[src/rtl/riscv_pkg.sv]
`default_nettype none
// ============================================================================
//  Module      : riscv_pkg
//  Description : Shared core-wide constants and types for the front end.
//  Revision    : 1.0 - initial release
// ============================================================================
package riscv_pkg;

  // Architectural address / PC width.
  localparam int unsigned RV_XLEN = 32;

  // Instruction word width.
  localparam int unsigned RV_ILEN = 32;

  // Address of the first instruction fetched after reset.
  localparam logic [31:0] RV_RESET_PC = 32'h0000_0000;

  // One instruction word.
  typedef logic [RV_ILEN-1:0] instr_t;

endpackage : riscv_pkg
`default_nettype wire

[src/rtl/fetch_queue.sv]
`default_nettype none
// ============================================================================
//  Module      : fetch_queue
//  Description : Instruction fetch PC generator plus DEPTH-entry in-order
//                queue between instruction memory and decode. Handles
//                redirects by flushing and discarding stale responses.
//  Revision    : 1.0 - initial release
// ============================================================================
module fetch_queue
  import riscv_pkg::*;
#(
  parameter int unsigned         XLEN     = RV_XLEN,
  parameter int unsigned         DEPTH    = 4,
  parameter logic [XLEN-1:0]     RESET_PC = XLEN'(RV_RESET_PC)
) (
  input  logic                   clk,
  input  logic                   rstn,
  // instruction memory request channel
  output logic                   imem_req_valid,
  input  logic                   imem_req_ready,
  output logic [XLEN-1:0]        imem_req_addr,
  // instruction memory response channel (in order, no backpressure)
  input  logic                   imem_rsp_valid,
  input  logic [RV_ILEN-1:0]     imem_rsp_data,
  // redirect from execute
  input  logic                   redirect_valid,
  input  logic [XLEN-1:0]        redirect_pc,
  // decode interface
  output logic                   id_valid,
  input  logic                   id_ready,
  output logic [XLEN-1:0]        id_pc,
  output logic [RV_ILEN-1:0]     id_instr
);

  // Pointer, occupancy and discard counter widths. The discard counter is
  // wider than the occupancy because back-to-back redirects against a slow
  // memory can stack several queue-loads of stale responses.
  localparam int unsigned PW = (DEPTH > 1) ? $clog2(DEPTH) : 1;
  localparam int unsigned CW = PW + 1;
  localparam int unsigned DW = PW + 4;
  localparam logic [CW-1:0] FULL_CNT = CW'(DEPTH);

  // Architectural state
  logic [XLEN-1:0]    pc_q, pc_d;
  logic [PW-1:0]      head_q, head_d;
  logic [PW-1:0]      tail_q, tail_d;
  logic [PW-1:0]      fill_q, fill_d;
  logic [CW-1:0]      count_q, count_d;
  logic [CW-1:0]      pend_q, pend_d;
  logic [DW-1:0]      disc_q, disc_d;
  logic [DEPTH-1:0]   filled_q, filled_d;
  logic [XLEN-1:0]    pc_mem_q    [DEPTH];
  logic [XLEN-1:0]    pc_mem_d    [DEPTH];
  instr_t             instr_mem_q [DEPTH];
  instr_t             instr_mem_d [DEPTH];

  // Handshake qualifiers
  logic               req_fire;
  logic               pop_fire;
  logic               fill_fire;
  logic [DW-1:0]      outstanding;

  // Requests stop while flushing, when the queue is full, or while in reset.
  assign imem_req_valid = rstn && !redirect_valid && (count_q < FULL_CNT);
  assign imem_req_addr  = pc_q;

  assign id_valid = (count_q != '0) && filled_q[head_q];
  assign id_pc    = pc_mem_q[head_q];
  assign id_instr = instr_mem_q[head_q];

  assign req_fire    = imem_req_valid && imem_req_ready;
  assign pop_fire    = id_valid && id_ready;
  // A response only lands in the queue when nothing stale is still due.
  assign fill_fire   = imem_rsp_valid && (disc_q == '0) && (pend_q != '0);
  // Requests still in flight at memory, whether stale or live.
  assign outstanding = disc_q + DW'(pend_q);

  // Next-state computation: redirect overrides pop, allocate and fill.
  always_comb begin
    pc_d        = pc_q;
    head_d      = head_q;
    tail_d      = tail_q;
    fill_d      = fill_q;
    count_d     = count_q;
    pend_d      = pend_q;
    disc_d      = disc_q;
    filled_d    = filled_q;
    pc_mem_d    = pc_mem_q;
    instr_mem_d = instr_mem_q;

    if (redirect_valid) begin
      pc_d     = {redirect_pc[XLEN-1:2], 2'b00};
      head_d   = '0;
      tail_d   = '0;
      fill_d   = '0;
      count_d  = '0;
      pend_d   = '0;
      filled_d = '0;
      // Everything still in flight becomes stale; a response arriving now
      // retires one of them immediately.
      if (imem_rsp_valid && (outstanding != '0)) begin
        disc_d = outstanding - DW'(1);
      end else begin
        disc_d = outstanding;
      end
    end else begin
      if (req_fire) begin
        pc_mem_d[tail_q] = pc_q;
        filled_d[tail_q] = 1'b0;
        tail_d           = tail_q + PW'(1);
        pc_d             = pc_q + XLEN'(4);
      end

      if (imem_rsp_valid && (disc_q != '0)) begin
        disc_d = disc_q - DW'(1);
      end else if (fill_fire) begin
        instr_mem_d[fill_q] = imem_rsp_data;
        filled_d[fill_q]    = 1'b1;
        fill_d              = fill_q + PW'(1);
      end

      if (pop_fire) begin
        filled_d[head_q] = 1'b0;
        head_d           = head_q + PW'(1);
      end

      count_d = count_q + CW'(req_fire) - CW'(pop_fire);
      pend_d  = pend_q + CW'(req_fire) - CW'(fill_fire);
    end
  end

  // State registers with asynchronous active-low reset.
  always_ff @(posedge clk or negedge rstn) begin
    if (!rstn) begin
      pc_q        <= RESET_PC;
      head_q      <= '0;
      tail_q      <= '0;
      fill_q      <= '0;
      count_q     <= '0;
      pend_q      <= '0;
      disc_q      <= '0;
      filled_q    <= '0;
      pc_mem_q    <= '{default: '0};
      instr_mem_q <= '{default: '0};
    end else begin
      pc_q        <= pc_d;
      head_q      <= head_d;
      tail_q      <= tail_d;
      fill_q      <= fill_d;
      count_q     <= count_d;
      pend_q      <= pend_d;
      disc_q      <= disc_d;
      filled_q    <= filled_d;
      pc_mem_q    <= pc_mem_d;
      instr_mem_q <= instr_mem_d;
    end
  end

endmodule : fetch_queue
`default_nettype wire
[config.mk]
export PLATFORM = sky130hd
export DESIGN_NAME = fetch_queue
export DESIGN_NICKNAME = d
export VERILOG_FILES = /design/src/rtl/riscv_pkg.sv /design/src/rtl/fetch_queue.sv
export SDC_FILE = /design/constraint.sdc
export NUM_CORES = 1
export LEC_CHECK = 0
export ABC_AREA = 1
export CAP_MARGIN = 10
export CORE_UTILIZATION = 45
export CTS_CLUSTER_SIZE = 12
export DETAILED_ROUTE_END_ITERATION = 7
export PLACE_DENSITY = 0.72
export SLEW_MARGIN = 25
export SYNTH_ARGS = -nofsm -noshare
export SYNTH_HDL_FRONTEND = slang
export SYNTH_SLANG_ARGS = --single-unit
export TNS_END_PERCENT = 5
[constraint.sdc]
create_clock -name clk -period 2.1 [get_ports clk]
set_input_delay 0.42 -clock clk [delete_from_list [all_inputs] [get_ports clk]]
set_output_delay 0.42 -clock clk [all_outputs]
set_load 0.01 [all_outputs]
==> run summary <==
- -0.443 ns — worst setup timing slack at the placement stage
- 11.4 mW — cell internal power dissipation
- 66300 um — wire length of the first global-routing pass
- 2044 — net total in the final layout
- 5 — number of iterations in the first detailed-routing pass
- 14500 um2 — Post-Syn Area
- 0 — Final Max Slew Viols
- output pin — endpoint kind of the worst setup timing path
- 0.904 — weighted congestion reported at the end of routability-driven placement
- flip-flop to output pin — critical path class
- 48.8% — headroom to the max-slew limit
- 13.1k — via count of the routed design
- 0.54 ns — CP max stage delay
- 73 — number of failing setup endpoints in the final timing report
- 43.0% — sequential power share
- 0 — initial antenna violation count
- complete, but fails checks — result of the run
- 29.6% — growth of design area from synthesis to finish
- 2375 — Post-Layout Cell Count
- 46.0% — starting utilization of the core area
- sky130_fd_sc_hd__dfrtp_4 — slowest cell on the critical path
- clkinv_8, buf_16, buf_12, nor2_2, o22ai_1, buf_2 — list of cells traversed by the critical path
- 0 — max cap viols
- 31600 um2 — placeable core region
- 41700 um — DRT Wirelength
- 2295 — placed cell count
- 65 — number of standard-cell rows in the floorplan
- buffers and inverters — family with the most delay on the worst path
- 0 — antenna viol nets, final
- 0.0267 ns — post-route clock skew
- 0 — Post-synth EDFFs
- 182 um — vertical die dimension
- 0 — final hold vios
- 385 x sky130_fd_sc_hd__nand2_1, 298 x sky130_fd_sc_hd__dfrtp_1, 209 x sky130_fd_sc_hd__o21ai_0 — commonest non-fill, non-tap cells in the layout
- 17.6 um — routed length per instance
- 24.9% — Total Routing Usage GR
- sky130_fd_sc_hd__nand2_1 — most frequent standard cell in the layout excluding fill and tap cells
- 1.92 ns — WP data arrival
- 100% — share of synthesized registers carrying an async set or reset
- 12.7k — via count of the first global-routing pass
- 4.61 mW — switching power of the nets
- 5.51 — Via-to-Cell Ratio
- 34 — Synth cell types
- setup timing — violations in the final reports
- 848 nW/um2 — Cell Pwr Density
- sky130_fd_sc_hd__dfrtp_1 — top flip-flop cell by instance count after synthesis
- -0.238 ns — setup slack after layout
- 2 — H-Tree Depth
- 300 — number of flip-flops and latches in the synthesized netlist
- sky130_fd_sc_hd__clkbuf_16 — Clk Tree Root Cell
- 0.768 ns — slew at the pin closest to its max-slew limit
- true — RSZ-0062 raised after global routing
- 33000 um2 — area of the die
- 1034 — 1st-iter DRT viols
- 8 — CP max FO
- 300 — number of sinks driven by the clock tree
- 0.06 ns — Reg clk slew, reported paths
- 0.480 mV — Max rail drop VDD
- 115 — maximum number of pins on one net before global-route repair
- 0 — remaining design rule violation count
- 9.12 nW — leakage power
- flip-flop — crit path launch type
- 4 — crit path buf inv count
- 18.9% — share of cells above drive strength 1
- 111% — post-route fraction of the period consumed by the critical path
- 0 — GRT Residual Overflow
- 8.43 um2 — Mean Syn Cell Area
- 51.6% — sequential fraction of the synthesis area
- primary input to flip-flop — type of the worst min-delay path
- 161 — count of buffers from port buffering
- 3 — largest buffer count on any clock path
- done — clock tree from TritonCTS
- 0 — Yosys warning total
- 2.34 ns — min cycle time layout
- 19.8% — combinational share of power
- 26700 um — hpwl dp
- 1.68 ns — required time of the critical path
- 1725 — Post-Syn Instances
- 28.8% — switching part of the total
- 37.1% — Clk pwr share
- 428 MHz — Peak Freq
- 0.53 ns — clk_lat worst skew
- 182 um — die outline width
- 35 — TritonCTS Buffers
- 168 — count of boundary I/O pins
==> registers in the layout, indices dropped and copies added, names as in the netlist <==
register,cells
pend_q,3
instr_mem_q,128
fill_q,2
pc_mem_q,120
filled_q,4
tail_q,2
head_q,2
imem_req_addr,30
count_q,3
disc_q,6
==> Yosys cell counts, drive strengths merged, types with 3 or more instances <==
library cell	n	area share [%]
ha	24	2.1
inv	121	3.1
clkbuf	69	1.8
a22o	4	0.24
o22ai	63	2.7
o211ai	12	0.62
a21oi	11	0.38
o21ai	393	14
xor2	24	1.4
nor4	6	0.36
fa	3	0.41
nand4	13	0.66
nor3	17	0.59
dfrtp	300	52
nand2	398	10
nor2	165	4.4
o221ai	9	0.54
buf	43	2.6
nand3	46	1.6
==> power by group through the flow <==
stage	registers, mW	logic [mW]	clock network (mW)
after CTS	6.86	3.12	6.02
after detailed placement	6.95	3.26	0
final	6.88	3.17	5.93
after global placement	6.92	3.17	0
after global routing	6.95	3.51	6.24
after floorplan	6.88	1.70	0
==> path summary, 6_finish.rpt <==
kind | startpoint | endpoint | slack, ns | cells after the start
min | redirect_pc[18] | imem_req_addr[18]$_DFFE_PN0N_ | 0.47 | 3
min reg2reg | pc_mem_q[87]$_DFFE_PN0P_ | pc_mem_q[87]$_DFFE_PN0P_ | 0.48 | 2
min in group asynchronous | rstn | filled_q[3]$_DFF_PN0_ | 0.50 | 3
max reg2reg | head_q[0]$_DFFE_PN0P_ | count_q[1]$_DFF_PN0_ | -0.23 | 12
max | head_q[0]$_DFFE_PN0P_ | id_pc[25] | -0.24 | 6
max in group asynchronous | rstn | pc_mem_q[119]$_DFFE_PN0P_ | 0.31 | 5
==> area by class of cell <==
cell class              count  area [um2]
inverters                 121         472
fillers                  2673       12800
clock buffers              54        1050
flip-flops and latches    300        7510
clock inverters             8        80.1
well taps                 402         503
diodes                      1        2.50
multi-input cells        1195        6300
repair buffers            294        2920
==> what timing repair did <==
action | CTS | global route
buffers inserted | 7 | 3
gates resized for setup | 351 | 94
hold buffers | 1 | 0
endpoints found under the hold margin | 9 | 0
setup endpoints to repair | 74 | 125
pin swaps | 45 | 30
gates cloned | 3 | 3
==> through the flow <==
stage          hold WS (ns)  power (mW)  setup TNS [ns]  util [%]  instance area, um2
2_1_floorplan         0.124        8.58          -0.465         -               14600
3_3_place_gp          0.397        10.1          -11.65      54.6               17300
3_5_place_dp          0.394        10.2          -11.77      54.6               17300
4_1_cts               0.459        16.0          -11.12      58.6               18500
5_1_grt               0.473        16.7          -16.02      59.5               18800
6_report              0.473        16.0          -10.98      59.5               18800
==> routing by layer <==
| layer | global-route usage (%) | part of all wire [%] | up-vias |
|---|---|---|---|
| met3 | 3.95 | 6.8 | 82 |
| met1 | 34.4 | 44 | 6307 |
| met2 | 40.3 | 47 | 525 |
| met4 | 7.90 | 2.3 | 0 |
| met5 | 0 | 0 | - |
| li1 | - | - | 6184 |
==> cell families after synthesis <==
logic type                 share of synthesized area, %
buffers and inverters                              7.53
AOI/OAI and AO/OA                                  18.8
adders and majority gates                          2.48
and+or+nand+nor                                    18.0
xor gates and xnor gates                           1.51
other                                            0.0258
DFF                                                51.6
==> worst register-to-register path: stages, from the launching register on <==
cell	delay, ns
sky130_fd_sc_hd__dfrtp_4	0.54
sky130_fd_sc_hd__buf_6	0.16
sky130_fd_sc_hd__a21oi_4	0.13
sky130_fd_sc_hd__o21ai_2	0.08
sky130_fd_sc_hd__a22oi_2	0.16
sky130_fd_sc_hd__nand2_2	0.09
sky130_fd_sc_hd__inv_2	0.08
sky130_fd_sc_hd__ha_4	0.19
sky130_fd_sc_hd__inv_2	0.07
sky130_fd_sc_hd__ha_4	0.12
sky130_fd_sc_hd__inv_2	0.03
sky130_fd_sc_hd__fa_2	0.50
sky130_fd_sc_hd__nor2_1	0.04
(Power assumes the default switching activity.)
